[src/rtl/seven_seg_pkg.sv]
// seven_seg_pkg: shared definitions for the seven-segment scan controller.
//   SEG_OFF      - all segments dark (active-low bus)
//   scan_state_t - controller state (OFF until the first commit, then SCAN)
//   lead_digit() - index of the most significant nonzero nibble (0 if all zero)
package seven_seg_pkg;

  localparam logic [6:0] SEG_OFF = 7'h7F;

  typedef enum logic {
    OFF,
    SCAN
  } scan_state_t;

  // Fixed 8-nibble loop so the bound stays static; n limits the digits examined.
  function automatic int unsigned lead_digit(input logic [31:0] value,
                                             input int unsigned n);
    int unsigned lead;
    lead = 0;
    for (int unsigned i = 0; i < 8; i++) begin
      if (i < n && value[i*4 +: 4] != 4'h0) lead = i;
    end
    return lead;
  endfunction

endpackage

[src/rtl/seven_seg.sv]
// seven_seg: hex nibble to seven-segment decoder.
//   nibble - 4-bit hex value
//   seg    - segment lines, active-low, ordered gfedcba
module seven_seg (
  input  logic [3:0] nibble,
  output logic [6:0] seg
);

  always_comb begin
    seg = 7'h7F;
    unique case (nibble)
      4'h0: seg = 7'b1000000;
      4'h1: seg = 7'b1111001;
      4'h2: seg = 7'b0100100;
      4'h3: seg = 7'b0110000;
      4'h4: seg = 7'b0011001;
      4'h5: seg = 7'b0010010;
      4'h6: seg = 7'b0000010;
      4'h7: seg = 7'b1111000;
      4'h8: seg = 7'b0000000;
      4'h9: seg = 7'b0010000;
      4'hA: seg = 7'b0001000;
      4'hB: seg = 7'b0000011;
      4'hC: seg = 7'b1000110;
      4'hD: seg = 7'b0100001;
      4'hE: seg = 7'b0000110;
      4'hF: seg = 7'b0001110;
      default: seg = 7'h7F;
    endcase
  end

endmodule

[src/rtl/seven_seg_scan_ctrl.sv]
// seven_seg_scan_ctrl: time-multiplexed scan controller for common-anode
// seven-segment digits sharing one segment bus. A new value is taken through
// a valid/ready handshake into a pending buffer and copied to the displayed
// (active) buffer only on frame boundaries.
//   clk, rst     - clock, synchronous active-high reset
//   value_in     - packed nibbles, digit 0 (rightmost) in [3:0]
//   value_valid  - offer value_in
//   value_ready  - pending buffer empty
//   blank        - force display dark (scanning continues)
//   seg_out      - segment lines, active-low, gfedcba
//   an_out       - digit enables, active-low, one-hot
//   frame_done   - one-cycle pulse after the last digit's slot ends
// Build option: define SEVEN_SEG_LZB_EN for leading-zero blanking.
module seven_seg_scan_ctrl #(
  parameter int unsigned NUM_DIGITS = 4,
  parameter int unsigned SCAN_DIV   = 50000
) (
  input  logic                    clk,
  input  logic                    rst,
  input  logic [4*NUM_DIGITS-1:0] value_in,
  input  logic                    value_valid,
  output logic                    value_ready,
  input  logic                    blank,
  output logic [6:0]              seg_out,
  output logic [NUM_DIGITS-1:0]   an_out,
  output logic                    frame_done
);
  import seven_seg_pkg::*;

  localparam int unsigned DIV_W = $clog2(SCAN_DIV);
  localparam int unsigned IDX_W = $clog2(NUM_DIGITS);
  localparam int unsigned VAL_W = 4 * NUM_DIGITS;

  scan_state_t            state, state_n;
  logic [DIV_W-1:0]       div_cnt, div_cnt_n;
  logic [IDX_W-1:0]       idx, idx_n;
  logic [VAL_W-1:0]       pending, pending_n;
  logic                   pending_v, pending_v_n;
  logic [VAL_W-1:0]       active, active_n;
  logic [6:0]             seg_q, seg_n;
  logic [NUM_DIGITS-1:0]  an_q, an_n;
  logic                   frame_done_q, frame_done_n;

  logic                   tick, boundary, commit;
  logic [3:0]             cur_nibble;
  logic [6:0]             cur_seg;

  assign tick       = (div_cnt == DIV_W'(SCAN_DIV - 1));
  assign boundary   = tick && (idx == IDX_W'(NUM_DIGITS - 1));
  assign cur_nibble = active[idx*4 +: 4];

  seven_seg u_dec (
    .nibble (cur_nibble),
    .seg    (cur_seg)
  );

  always_ff @(posedge clk) begin
    if (rst) begin
      state        <= OFF;
      div_cnt      <= '0;
      idx          <= '0;
      pending      <= '0;
      pending_v    <= 1'b0;
      active       <= '0;
      seg_q        <= SEG_OFF;
      an_q         <= '1;
      frame_done_q <= 1'b0;
    end else begin
      state        <= state_n;
      div_cnt      <= div_cnt_n;
      idx          <= idx_n;
      pending      <= pending_n;
      pending_v    <= pending_v_n;
      active       <= active_n;
      seg_q        <= seg_n;
      an_q         <= an_n;
      frame_done_q <= frame_done_n;
    end
  end

  always_comb begin
    state_n      = state;
    div_cnt_n    = tick ? '0 : div_cnt + 1'b1;
    idx_n        = idx;
    pending_n    = pending;
    pending_v_n  = pending_v;
    active_n     = active;
    seg_n        = SEG_OFF;
    an_n         = '1;
    frame_done_n = boundary;
    commit       = 1'b0;

    if (tick) idx_n = (idx == IDX_W'(NUM_DIGITS - 1)) ? '0 : idx + 1'b1;

    // OFF commits as soon as something is pending; SCAN waits for the boundary.
    if (pending_v && (state == OFF || boundary)) commit = 1'b1;

    if (commit) begin
      active_n    = pending;
      pending_v_n = 1'b0;
      state_n     = SCAN;
    end

    // Ready is low whenever pending_v is set, so accept and commit never coincide.
    if (value_valid && !pending_v) begin
      pending_n   = value_in;
      pending_v_n = 1'b1;
    end

    if (state == SCAN && !blank) begin
      an_n  = ~(NUM_DIGITS'(1) << idx);
      seg_n = cur_seg;
`ifdef SEVEN_SEG_LZB_EN
      if (32'(idx) > lead_digit(32'(active), NUM_DIGITS)) seg_n = SEG_OFF;
`endif
    end
  end

  assign value_ready = !pending_v;
  assign seg_out     = seg_q;
  assign an_out      = an_q;
  assign frame_done  = frame_done_q;

endmodule

[config.mk]
export PLATFORM = sky130hd
export DESIGN_NAME = seven_seg_scan_ctrl
export DESIGN_NICKNAME = d
export VERILOG_FILES = /design/src/rtl/seven_seg_pkg.sv /design/src/rtl/seven_seg.sv /design/src/rtl/seven_seg_scan_ctrl.sv
export SDC_FILE = /design/constraint.sdc
export NUM_CORES = 1
export LEC_CHECK = 0
export CAP_MARGIN = 20
export CORE_ASPECT_RATIO = 0.7
export CORE_UTILIZATION = 50
export DETAILED_ROUTE_END_ITERATION = 16
export HOLD_SLACK_MARGIN = 0.05
export PLACE_DENSITY = 0.8
export SKIP_CTS_REPAIR_TIMING = 1
export SLEW_MARGIN = 20
export SYNTH_ARGS = -nofsm -noshare
export SYNTH_HDL_FRONTEND = slang
export SYNTH_HIERARCHICAL = 1
export SYNTH_SLANG_ARGS = --single-unit
[constraint.sdc]
create_clock -name clk -period 3.9 [get_ports clk]
set_clock_uncertainty 0.15 [all_clocks]
set_input_delay 0.39 -clock clk [delete_from_list [all_inputs] [get_ports clk]]
set_output_delay 0.39 -clock clk [all_outputs]
set_load 0.1 [all_outputs]
==> results_dict.tcl <==
set metrics [dict create \
    fmax_ghz 0.3511 \
    clock_path_buffers 2 \
    pwr-share-seq_pct 49.7 \
    critPathBufInv 2 \
    swShare_pct 24.45 \
    row_count 22 \
    cp.arrival_ns 2.31 \
    drc 0 \
    viasPerCell 5.349 \
    setup_ws_ns 1.052 \
    synth-edff-count 0 \
    drive_gt1_share_pct 9.677 \
    cp-start-kind "register" \
    worstPathCellList "clkinv_1 -> clkdlybuf4s50_1" \
    ys_seq_area_share_pct 45.05 \
    synth_nets 341 \
    tns_ns 0 \
    antenna_found_initial 0 \
    cts_buffers 9 \
    setup_viol 0 \
    worstMarginPinSlew_ns 0.9854 \
    area_delta_synth_final_pct 17.95 \
    hold_path.class "register to register" \
    grt_max_degree 41 \
    cts_tree "built" \
    avgSynthCellArea_um2 9.204 \
    h-tree-depth 3 \
    grt_usage_pct 20.45 \
    rsz0062_at_grt "false" \
    worstPathRequired_ns 3.36 \
    pwr-share-clk_pct 42.0 \
    min_period_ns 2.848 \
    grt_pass1_vias 2058 \
    place_ws_ns 1.355 \
    dpl.hpwl_mm 3.682 \
    critPathKind "register to primary output" \
    die_w_um 92.14 \
    p_int_uw 1047 \
    layout.nets 368 \
    die_area_mm2 0.005998 \
    ant_nets 0 \
    maxCapViolations 0 \
    ys_types 42 \
    ys.flop_type "dfxtp_1" \
    layout_common_cells "dfxtp_1 (64), nand2_1 (42), a21oi_1 (35)" \
    final_common_cell "dfxtp_1" \
    slew_violations 0 \
    netlist_instances 309 \
    p_per_area_mw_per_mm2 413.2 \
    critPathTopFamily "buffers and inverters" \
    synth_area_mm2 0.002844 \
    grt-ovfl-total 0 \
    initial_utilization_pct 52.98 \
    cpPeakStageDelay_ns 1.02 \
    period_share_pct 73.04 \
    status "completed" \
    fp.dieH_um 65.10 \
    crit_fanout 19 \
    clkLatencyLatePin_ns 0.34 \
    firstDrtPassIters 4 \
    vias 2209 \
    combPwrFrac_pct 8.3 \
    synth_seq_cells 64 \
    path_clk_slew_ns 0.07 \
    power.leakage_uw 0.001180 \
    peakVddDrop_uv 193.9 \
    finalWirelength_mm 5.452 \
    avgRoutedWirePerCell_um 13.20 \
    n_antenna_cell 0 \
    drt_iter0_markers 113 \
    numClockSinks 64 \
    slowest_stage "clkdlybuf4s50_1" \
    crit_path_end_kind "primary output" \
    clock-root-buffer "clkbuf_8" \
    io_buffers 32 \
    p_switching_uw 338.9 \
    finalHoldViolCount 0 \
    async_flop_share_pct 0 \
    pin_count 33 \
    ys_warn_count 6 \
    place_congestion 0.8154 \
    core_mm2 0.005368 \
    slew_headroom_pct 34.10 \
    grt_pass1_wl_mm 9.515 \
]
## sequential cells by signal, summed over array words and instances (netlist names)
register    cells
active         16
idx             2
frame_done      1
an_out          4
state           1
pending        16
pending_v       1
seg_out         7
div_cnt        16
## worst paths after layout
| kind | from | to | slack [ns] | cells past startpoint |
|---|---|---|---|---|
| setup / recovery | pending_v$_SDFFE_PP0P_ | value_ready | 1.05 | 2 |
| hold / removal | pending[14]$_SDFFE_PP0P_ | pending[14]$_SDFFE_PP0P_ | 0.31 | 2 |
| setup reg to reg | idx[0]$_SDFFE_PP0N_ | seg_out[0]$_SDFF_PP1_ | 1.32 | 7 |
| hold reg to reg | pending[14]$_SDFFE_PP0P_ | pending[14]$_SDFFE_PP0P_ | 0.31 | 2 |
## cell usage after synthesis, drive strengths merged, types with 2 or more instances
cell type   n  share of area [%]
o21ai      18                3.2
nor3        4               0.70
mux2i       5                1.8
nor4b       2                1.7
a21oi      36                6.5
nand2b      8                1.8
and3        2               0.48
nor2       26                3.4
clkbuf     10                2.4
xor2        3               0.92
buf         8                2.2
nand4       4                1.3
ha         12                5.3
xnor2      11                3.4
dfxtp      64                 45
nor4        4               0.88
nand3      22                3.9
a22o        2               0.62
nand2      42                5.5
inv         9                1.2
mux4        5                4.1
## cell type report
cell class	instances	area (µm²)
fillers	451	2013
multi-input cells	217	1403
flip-flops and latches	64	1281
repair buffers	34	335.3
clock buffers	12	155.1
well taps	72	90.09
clock inverters	4	52.55
inverters	10	37.54
## power by group through the flow
stage	clock (µW)	combinational, µW	sequential, µW
6_report	582	116	688
5_1_grt	622	126	690
4_1_cts	588	115	688
3_5_place_dp	0	114	702
3_3_place_gp	0	111	702
2_1_floorplan	0	70.5	711
## worst register-to-register path, cell delays in order (launching register included)
cell      delay (ns)
dfxtp_1         0.58
mux4_2          0.63
inv_1           0.17
ha_1            0.21
and2b_2         0.23
or3b_1          0.38
o21ai_0         0.08
nand2b_1        0.11
## per-layer routing
layer  vias up  share of wire [%]  GRT usage [%]
met5         -                  0              0
met4         0               0.75          5.273
met3         4                5.2          8.565
met2        54                 43          31.53
met1      1038                 51          26.55
li1       1113                  -              -
## cells by family (layout without fill, tap and decap cells)
logic type / count (synthesis) / in the layout / share of synthesized area, %
multiplexers: 11 / 11 / 6.248
adder cells (fa/ha/maj): 12 / 12 / 5.279
AND/OR/NAND/NOR: 121 / 121 / 21.65
XOR/XNOR: 14 / 14 / 4.312
AO/OA/AOI/OAI: 59 / 59 / 11.57
buffers and inverters: 28 / 60 / 5.895
flip-flops: 64 / 64 / 45.05
## per-stage QoR
step	hold WS (ns)	utilization, %	instances	area, µm²	power, µW
final	0.3084	62.49	413	3354	1386
after global routing	0.3322	62.49	413	3354	1438
after CTS	0.3096	62.35	413	3347	1390
after detailed placement	0.2988	58.48	397	3139	816.5
after global placement	0.2942	58.48	397	3139	813.0
after floorplan	0.2794	-	309	2844	781.3
No activity file was read; power rests on OpenSTA's default activity.
